[src/rtl/ir_obstacle_debounce_pkg.sv]
// Shared constants for the IR obstacle debouncer: FSM state encoding and pin-level helper.
package ir_pkg;

  localparam logic [1:0] CLEAR = 2'd0;
  localparam logic [1:0] Q_SET = 2'd1;
  localparam logic [1:0] SET   = 2'd2;
  localparam logic [1:0] Q_CLR = 2'd3;

  typedef enum logic [1:0] {
    ST_CLEAR = CLEAR,
    ST_Q_SET = Q_SET,
    ST_SET   = SET,
    ST_Q_CLR = Q_CLR
  } ir_state_e;

  // Pin level that means "no obstacle" for the given sensor polarity.
  function automatic logic IR_INACTIVE_LVL(input int unsigned active_low);
    return (active_low != 0);
  endfunction

endpackage

[src/rtl/ir_obstacle_debounce_if.sv]
// Sensor-side bundle of the IR debouncer: raw pin in, debounced level, edge pulses and event counter out.
interface ir_obstacle_debounce_if #(
  parameter int unsigned CNT_W = 16
);
  logic             ir_raw;
  logic             event_clr;
  logic             obstacle;
  logic             obstacle_rise;
  logic             obstacle_fall;
  logic [CNT_W-1:0] event_count;

  modport master (
    output ir_raw, event_clr,
    input  obstacle, obstacle_rise, obstacle_fall, event_count
  );

  modport slave (
    input  ir_raw, event_clr,
    output obstacle, obstacle_rise, obstacle_fall, event_count
  );
endinterface

[src/rtl/ir_obstacle_debounce_sync_chain.sv]
// Plain flop chain bringing the asynchronous sensor pin into the clk domain.
module ir_sync_chain #(
  parameter int unsigned STAGES  = 2,
  parameter logic        RST_VAL = 1'b0
) (
  input  logic clk,
  input  logic rst,
  input  logic d,
  output logic q
);

  logic [STAGES-1:0] sync_q;

  always_ff @(posedge clk or posedge rst) begin
    if (rst) sync_q <= {STAGES{RST_VAL}};
    else     sync_q <= {sync_q[STAGES-2:0], d};
  end

  assign q = sync_q[STAGES-1];

endmodule

[src/rtl/ir_obstacle_debounce.sv]
// IR obstacle conditioner: synchroniser, debounce FSM, registered edge pulses.
// Optional saturating detection counter built when IR_EVENT_COUNT_EN is defined.
module ir_obstacle_debounce
  import ir_pkg::*;
#(
  parameter int unsigned SYNC_STAGES     = 2,
  parameter int unsigned DEBOUNCE_CYCLES = 1000,
  parameter int unsigned ACTIVE_LOW      = 1,
  parameter int unsigned CNT_W           = 16
) (
  input logic                 clk,
  input logic                 rst,
  ir_obstacle_debounce_if.slave bus
);

  localparam int unsigned    DB_W    = $clog2(DEBOUNCE_CYCLES + 1);
  localparam logic [DB_W-1:0] DB_LAST = DB_W'(DEBOUNCE_CYCLES - 1);
  localparam logic           RST_LVL = IR_INACTIVE_LVL(ACTIVE_LOW);

  logic      sync_lvl;
  logic      s_c;
  ir_state_e state_q, state_nx;
  logic [DB_W-1:0] cnt_q, cnt_nx;
  logic      obstacle_q, obstacle_nx;
  logic      rise_q, rise_nx;
  logic      fall_q, fall_nx;

  ir_sync_chain #(
    .STAGES  (SYNC_STAGES),
    .RST_VAL (RST_LVL)
  ) u_sync (
    .clk (clk),
    .rst (rst),
    .d   (bus.ir_raw),
    .q   (sync_lvl)
  );

  // Normalise polarity so s_c=1 always means obstacle.
  assign s_c = sync_lvl ^ RST_LVL;

  always_ff @(posedge clk or posedge rst) begin
    if (rst) begin
      state_q <= ST_CLEAR;
      cnt_q   <= '0;
    end else begin
      state_q <= state_nx;
      cnt_q   <= cnt_nx;
    end
  end

  always_comb begin
    state_nx = state_q;
    cnt_nx   = '0;
    unique case (state_q)
      ST_CLEAR: begin
        if (s_c) begin
          if (DEBOUNCE_CYCLES == 1) begin
            state_nx = ST_SET;
          end else begin
            state_nx = ST_Q_SET;
            cnt_nx   = DB_W'(1);
          end
        end
      end
      ST_Q_SET: begin
        if (!s_c)                  state_nx = ST_CLEAR;
        else if (cnt_q == DB_LAST) state_nx = ST_SET;
        else                       cnt_nx   = cnt_q + DB_W'(1);
      end
      ST_SET: begin
        if (!s_c) begin
          if (DEBOUNCE_CYCLES == 1) begin
            state_nx = ST_CLEAR;
          end else begin
            state_nx = ST_Q_CLR;
            cnt_nx   = DB_W'(1);
          end
        end
      end
      ST_Q_CLR: begin
        if (s_c)                   state_nx = ST_SET;
        else if (cnt_q == DB_LAST) state_nx = ST_CLEAR;
        else                       cnt_nx   = cnt_q + DB_W'(1);
      end
      default: state_nx = ST_CLEAR;
    endcase

    // Obstacle stays asserted while a clear is still being qualified.
    obstacle_nx = (state_nx == ST_SET) || (state_nx == ST_Q_CLR);
    rise_nx     = obstacle_nx & ~obstacle_q;
    fall_nx     = ~obstacle_nx & obstacle_q;
  end

  always_ff @(posedge clk or posedge rst) begin
    if (rst) begin
      obstacle_q <= 1'b0;
      rise_q     <= 1'b0;
      fall_q     <= 1'b0;
    end else begin
      obstacle_q <= obstacle_nx;
      rise_q     <= rise_nx;
      fall_q     <= fall_nx;
    end
  end

  assign bus.obstacle      = obstacle_q;
  assign bus.obstacle_rise = rise_q;
  assign bus.obstacle_fall = fall_q;

`ifdef IR_EVENT_COUNT_EN
  logic [CNT_W-1:0] evt_q;

  // Counts the rise pulse in the cycle it is visible; a clear in that cycle keeps it.
  always_ff @(posedge clk or posedge rst) begin
    if (rst)                          evt_q <= '0;
    else if (bus.event_clr)           evt_q <= CNT_W'(rise_q);
    else if (rise_q && (evt_q != '1)) evt_q <= evt_q + CNT_W'(1);
  end

  assign bus.event_count = evt_q;
`else
  logic unused_event_clr;

  assign unused_event_clr = bus.event_clr;
  assign bus.event_count  = '0;
`endif

endmodule

[src/flat_wrapper.sv]
// flat-port wrapper written by rule: the top's interface ports become plain ports
module ir_obstacle_debounce_flat import ir_pkg::*;
#(
  parameter int unsigned SYNC_STAGES     = 2,
  parameter int unsigned DEBOUNCE_CYCLES = 1000,
  parameter int unsigned ACTIVE_LOW      = 1,
  parameter int unsigned CNT_W           = 16
)
  (clk, rst, bus_ir_raw, bus_event_clr, bus_obstacle, bus_obstacle_rise, bus_obstacle_fall, bus_event_count);
  ir_obstacle_debounce_if #(.CNT_W(CNT_W)) bus_i ();
  input logic clk;
  input logic rst;
  input wire logic [$bits(bus_i.ir_raw)-1:0] bus_ir_raw;
  input wire logic [$bits(bus_i.event_clr)-1:0] bus_event_clr;
  output wire logic [$bits(bus_i.obstacle)-1:0] bus_obstacle;
  output wire logic [$bits(bus_i.obstacle_rise)-1:0] bus_obstacle_rise;
  output wire logic [$bits(bus_i.obstacle_fall)-1:0] bus_obstacle_fall;
  output wire logic [$bits(bus_i.event_count)-1:0] bus_event_count;
  assign bus_i.ir_raw = bus_ir_raw;
  assign bus_i.event_clr = bus_event_clr;
  assign bus_obstacle = bus_i.obstacle;
  assign bus_obstacle_rise = bus_i.obstacle_rise;
  assign bus_obstacle_fall = bus_i.obstacle_fall;
  assign bus_event_count = bus_i.event_count;
  ir_obstacle_debounce #(.SYNC_STAGES(SYNC_STAGES), .DEBOUNCE_CYCLES(DEBOUNCE_CYCLES), .ACTIVE_LOW(ACTIVE_LOW), .CNT_W(CNT_W)) u_core (.clk(clk), .rst(rst), .bus(bus_i));
endmodule
[config.mk]
export PLATFORM = sky130hd
export DESIGN_NAME = ir_obstacle_debounce_flat
export DESIGN_NICKNAME = d
export VERILOG_FILES = /design/src/rtl/ir_obstacle_debounce_pkg.sv /design/src/rtl/ir_obstacle_debounce_if.sv /design/src/rtl/ir_obstacle_debounce_sync_chain.sv /design/src/rtl/ir_obstacle_debounce.sv /design/src/flat_wrapper.sv
export SDC_FILE = /design/constraint.sdc
export NUM_CORES = 1
export LEC_CHECK = 0
export ABC_AREA = 1
export CAP_MARGIN = 10
export CELL_PAD_IN_SITES_DETAIL_PLACEMENT = 1
export CELL_PAD_IN_SITES_GLOBAL_PLACEMENT = 1
export CORE_AREA = 8 8 63 65
export DETAILED_ROUTE_END_ITERATION = 10
export DIE_AREA = 0 0 71 73
export PLACE_DENSITY_LB_ADDON = 0.08
export SLEW_MARGIN = 30
export SYNTH_ARGS = -nofsm -noshare
export SYNTH_HDL_FRONTEND = slang
export SYNTH_HIERARCHICAL = 1
export SYNTH_SLANG_ARGS = --single-unit
export TNS_END_PERCENT = 5
[constraint.sdc]
create_clock -name clk -period 1.4 [get_ports clk]
set_clock_uncertainty 0.2 [all_clocks]
set_input_delay 0.14 -clock clk [delete_from_list [all_inputs] [get_ports clk]]
set_output_delay 0.14 -clock clk [all_outputs]
set_load 0.01 [all_outputs]
==> summary.md, run 1 <==
| Metric | Value |
|---|---|
| Outcome | finished, violations left |
| Failing checks | setup timing |
| Mapped Cells | 108 |
| CTS root buf | clkbuf_4 |
| Reg2Reg Setup Slack | -0.04 ns |
| Syn_area_per_cell | 8.61 sq um |
| Reg2reg start | u_core/cnt_q[0] |
| CTS Buf Count | 3 |
| CP max-delay cell | dfrtp_1 |
| IO buf count | 5 |
| Die extent in x | 71 um |
| Startpoint types | flop |
| Max Buffers Root-to-Sink | 2 |
| Share of layout cells above drive strength 1 | 0.267 |
| Delay-heaviest family, CP | flip-flops |
| Count of different cell masters after synthesis | 20 |
| Cell Chain, Critical Path | ha_4 -> nand3_4 -> nor2_4 -> nand2_2 -> o21bai_4 -> nor2_1 |
| Detailed Route WL | 1880 um |
| Fillers | 372 |
| Setup TNS Final | -0.238 ns |
| Pins over their slew limit | 0 |
| Area post-placement | 1070 sq um |
| CP Data Required Time | 1.38 ns |
| F_max | 697 MHz |
| Worst path max stage delay | 0.41 ns |
| WS Path Type | flop to flop |
| Synth top area share | 0.404 |
| Core area | 2950 sq um |
| Initial Util | 0.315 |
| DR pass1 iterations | 3 |
| Nets | 137 |
| First-pass GRT wire length | 3350 um |
| Max rail drop VDD | 483 uV |
| Worst setup margin | -0.0357 ns |
| Multi-input logic area | 433 sq um |
| Crit-path max FO | 4 |
| WHS | 0.0502 ns |
| Reg area | 428 sq um |
| Final core occ | 0.387 |
| Vias/cell | 4.10 |
| Largest net degree at the start of global routing | 16 |
| Total power | 0.848 mW |
| Residual DRC | 0 |
| Clock Sinks | 17 |
| RSZ-0062 raised after global routing | true |
| Minimum clock period | 1.44 ns |
| Crit path buf inv count | 0 |
| Die area | 5180 sq um |
| Power density cells | 742 nW/um^2 |
| Post-detailed-route count of antenna-violating nets | 0 |
| Top-Level Pins | 23 |
| Leak | 0.571 nW |
| Min-delay worst type | input port to flop |
| Latest clock arrival within the worst-skew pair | 0.28 ns |
| Most common cell after layout, fill and taps aside | conb_1 |
| Antenna violations before repair | 0 |
| Final Wtd Congestion | 0.683 |
| P&R area growth vs syn | 22.9% |
| Grt total ovfl | 0 |
| Cell Rows | 20 |
| Final worst-path cycle share | 1.03 |
| CTS tree | done |
| Chip height | 73 um |
| Tot GR Track Use | 0.0831 |
| Mapped Area | 930 sq um |
| Fin area | 1140 sq um |
| CP endpoint kind | flop |
| EDFF count, synth | 0 |
| Vias in the first global route | 744 |
| Starting DRT DRC Count | 15 |
| H-tree levels | 1 |
| Post-DP HPWL | 1550 um |
| Yosys warning count | 6 |
| Final Setup Violations | 10 |
| Ranking of synthesized cells by area | dfrtp_1 40%, buf_4 13%, nand2_1 6.9% |
| Yosys reg bits | 17 |
| Setup crit start | u_core/cnt_q[0] |
| Critical hold path startpoint | bus_ir_raw |
| # diodes | 0 |
| DR WL/cell | 11.5 um |
| Ys flop type | dfrtp_1 |
| Hold Fails Final Rpt | 0 |
| Most frequent cells in the layout | 16 x conb_1, 15 x nand2_1, 15 x dfrtp_1 |
| Max-cap viol count | 0 |
| Worst-path clk slew | 0.10 ns |
| Async SR Flop Fraction | 1.00 |
| Worst path arrival time | 1.41 ns |
| Post-synthesis sequential area ratio | 0.460 |
| Via count | 672 |
| Top cell type by total area after synthesis | dfrtp_1 |
[cells in the mapped netlist, types with 2 or more instances]
master   instances
nand4_1          3
nor2_1          16
nand3_1          5
dfrtp_1         15
nor2_2           2
nand2_1         17
inv_1           14
nand3_2          2
buf_4           16
nor3_1           3
dfstp_2          2
nand2_2          3
xor2_1           3
[cell type report]
type / count / area share
timing repair buffer: 20 / 0.141
tap: 33 / 0.0361
inverter: 14 / 0.0460
sequential: 17 / 0.375
clock buffer: 4 / 0.0230
multi-input combinational: 76 / 0.379
[worst paths after layout]
check	to	cells after the start
min	u_core/u_sync/sync_q[0]	1
min in group asynchronous	u_core/state_q[0]	4
max reg2reg	u_core/cnt_q[0]	6
min reg2reg	u_core/u_sync/sync_q[1]	0
max in group asynchronous	u_core/cnt_q[2]	4
max	u_core/cnt_q[0]	6
[cells by family (layout without fill, tap and decap cells)]
logic type / Yosys count / in the layout / synth area share
and+or+nand+nor: 53 / 53 / 0.281
buffers and inverters: 30 / 38 / 0.186
other: 1 / 16 / 0.00403
AOI/OAI and AO/OA: 2 / 2 / 0.0175
adders and majority gates: 1 / 1 / 0.0135
DFF: 17 / 17 / 0.460
xor gates and xnor gates: 4 / 4 / 0.0377
[report_power, final]
part           internal [mW]  switching, mW  total [mW]
clock network          0.111          0.143       0.254
registers              0.501        0.00644       0.508
logic                 0.0327         0.0535      0.0862
[stage by stage]
step           setup WS (ns)  cells
6_report             -0.0357    164
5_1_grt               -0.122    164
4_1_cts              -0.0533    164
3_5_place_dp         -0.0829    159
3_3_place_gp         -0.0789    159
2_1_floorplan       -0.00808    123
[registers in the layout, summed over array words and instances, names as in the netlist]
register / count
u_core/bus.obstacle: 1
u_core/bus.obstacle_fall: 1
u_core/bus.obstacle_rise: 1
u_core/cnt_q: 10
u_core/state_q: 2
u_core/u_sync/sync_q: 2
[layer usage]
layer,track usage,share of wire
met1,0.0838,0.41
met2,0.150,0.54
met3,0.0275,0.041
met4,0.0416,0.014
met5,0,0
[what timing repair did]
item / CTS / global route
buffers inserted: 0 / 0
endpoints found under the setup margin: 17 / 15
resized for setup: 9 / 2
endpoints found under the hold margin: 17 / 0
hold buffers: 1 / 0
Power figures use the tool's default switching activity.
==> run 2, diff against run 1 <==
--- a/config.mk
+++ b/config.mk
@@ -13,6 +13,7 @@
 export DETAILED_ROUTE_END_ITERATION = 10
 export DIE_AREA = 0 0 71 73
 export PLACE_DENSITY_LB_ADDON = 0.08
+export RECOVER_POWER = 100
 export SLEW_MARGIN = 30
 export SYNTH_ARGS = -nofsm -noshare
 export SYNTH_HDL_FRONTEND = slang
==> run 2 against run 1 <==
  * The run still ends with setup timing left
  * Worst setup slack is essentially flat
  * Final area is the same
  * Via count grew 0.60%
  * Core utilization is the same
  * Hold slack gained 0.11 ns
  * Critical endpoint unchanged
  * Clock power is essentially flat
==> summary.md, run 2 (synthesized netlist as in run 1, its figures left out) <==
| Metric | Value |
|---|---|
| Outcome | finished, violations left |
| Failing checks | setup timing |
| # diodes | 0 |
| Final Setup Violations | 10 |
| Grt total ovfl | 0 |
| Vias/cell | 4.12 |
| CP Data Required Time | 1.38 ns |
| Min-delay worst type | flop to flop |
| Post-detailed-route count of antenna-violating nets | 0 |
| WS Path Type | flop to flop |
| Most frequent cells in the layout | 16 x conb_1, 15 x nand2_1, 15 x dfrtp_1 |
| Largest register FFs | 10 |
| Leak | 0.571 nW |
| Startpoint types | flop |
| Power density cells | 741 nW/um^2 |
| Most flop-heavy register | u_core/cnt_q |
| Fillers | 372 |
| Clock Sinks | 17 |
| Die extent in x | 71 um |
| Final core occ | 0.387 |
| Top flop regs | u_core/cnt_q: 10 flops, u_core/state_q: 2 flops, u_core/u_sync/sync_q: 2 flops |
| Cell count after placement | 159 |
| Multi-input logic area | 433 sq um |
| Reg2reg start | u_core/cnt_q[0] |
| CTS root buf | clkbuf_4 |
| Pins over their slew limit | 0 |
| Via count | 676 |
| Cell Rows | 20 |
| Critical hold path startpoint | u_core/u_sync/sync_q[0] |
| Worst path max stage delay | 0.41 ns |
| Vias in the first global route | 744 |
| Initial Util | 0.315 |
| Starting DRT DRC Count | 14 |
| # Post-CTS Setup Buffers | 0 |
| Chip height | 73 um |
| Share of layout cells above drive strength 1 | 0.267 |
| Nets | 137 |
| Core area | 2950 sq um |
| Crit-path max FO | 4 |
| Setup TNS Final | -0.240 ns |
| Post-DP HPWL | 1550 um |
| Worst path arrival time | 1.41 ns |
| Worst setup margin | -0.0357 ns |
| Pre-CTS setup slack | -0.0829 ns |
| Setup crit start | u_core/cnt_q[0] |
| Max-cap viol count | 0 |
| RSZ-0062 raised after global routing | true |
| Detailed Route WL | 1880 um |
| CTS tree | done |
| Die area | 5180 sq um |
| Cell Chain, Critical Path | ha_4 -> nand3_4 -> nor2_4 -> nand2_2 -> o21bai_4 -> nor2_1 |
| Residual DRC | 0 |
| Latest clock arrival within the worst-skew pair | 0.29 ns |
| Final worst-path cycle share | 1.03 |
| Top-Level Pins | 23 |
| CTS Buf Count | 3 |
| Antenna violations before repair | 0 |
| Minimum clock period | 1.44 ns |
| Reg area | 428 sq um |
| H-tree levels | 1 |
| WHS | 0.164 ns |
| P&R area growth vs syn | 22.9% |
| Max rail drop VDD | 483 uV |
| F_max | 697 MHz |
| Non-filler instance count after layout | 164 |
| CP endpoint kind | flop |
| CP max-delay cell | dfrtp_1 |
| First-pass GRT wire length | 3350 um |
| Worst-path clk slew | 0.10 ns |
| Largest net degree at the start of global routing | 16 |
| IO buf count | 5 |
| Hold Fails Final Rpt | 0 |
| DR pass1 iterations | 3 |
| Max Buffers Root-to-Sink | 2 |
| Most common cell after layout, fill and taps aside | conb_1 |
| DR WL/cell | 11.4 um |
| Tot GR Track Use | 0.0831 |
| Final Wtd Congestion | 0.683 |
[run 2: metal layers]
metal | share of wire | up-vias | wire, um | GRT usage
met3 | 0.042 | 4 | 78 | 0.0275
li1 | - | 345 | - | -
met5 | 0 | - | 0 | 0
met4 | 0.014 | 0 | 27 | 0.0416
met2 | 0.54 | 9 | 1000 | 0.150
met1 | 0.41 | 318 | 765 | 0.0838
[run 2: per-stage QoR]
stage	power, mW	cell area, sq um
2_1_floorplan	0.593	991
3_3_place_gp	0.592	1070
3_5_place_dp	0.593	1070
4_1_cts	0.873	1130
5_1_grt	0.905	1140
6_report	0.847	1140
[run 2: path summary, 6_finish.rpt]
kind | cells past startpoint | slack (ns) | end
min in group asynchronous | 3 | 0.67 | u_core/u_sync/sync_q[1]
max reg2reg | 6 | -0.04 | u_core/cnt_q[0]
max in group asynchronous | 4 | 0.12 | u_core/cnt_q[2]
min reg2reg | 0 | 0.16 | u_core/u_sync/sync_q[1]
max | 6 | -0.04 | u_core/cnt_q[0]
min | 0 | 0.16 | u_core/u_sync/sync_q[1]
[run 2: timing repair]
action | in CTS | in global routing
setup endpoints to repair | 17 | 15
endpoints found under the hold margin | 17 | 0
gates resized for setup | 9 | 2
hold buffers | 1 | 0
[run 2: power by group]
part | switching (mW) | leakage [nW] | internal (mW)
Clock | 0.144 | 0.0150 | 0.111
Combinational | 0.0532 | 0.330 | 0.0314
Sequential | 0.00644 | 0.226 | 0.501
Total | 0.204 | 0.571 | 0.643
[run 2: layout make-up]
cell class	instances	area share
Clock buffer	4	0.0230
Inverter	14	0.0460
Multi-Input combinational cell	76	0.379
Sequential cell	17	0.375
Tap cell	33	0.0361
Timing Repair Buffer	20	0.141
[run 2: worst max-delay path, delay by kind of cell (launching register included)]
family,cells,cell delay (ns)
AND/OR/NAND/NOR,4,0.41
flip-flops,1,0.41
adder cells (fa/ha/maj),1,0.17
AO/OA/AOI/OAI,1,0.14
==> run 3, diff against run 2 <==
--- a/config.mk
+++ b/config.mk
@@ -10,6 +10,7 @@
 export CELL_PAD_IN_SITES_DETAIL_PLACEMENT = 1
 export CELL_PAD_IN_SITES_GLOBAL_PLACEMENT = 1
 export CORE_AREA = 8 8 63 65
+export CTS_CLUSTER_DIAMETER = 80
 export DETAILED_ROUTE_END_ITERATION = 10
 export DIE_AREA = 0 0 71 73
 export PLACE_DENSITY_LB_ADDON = 0.08
==> results of run 3 <==
Final layout, timing and power as in run 2 (identical DEF).
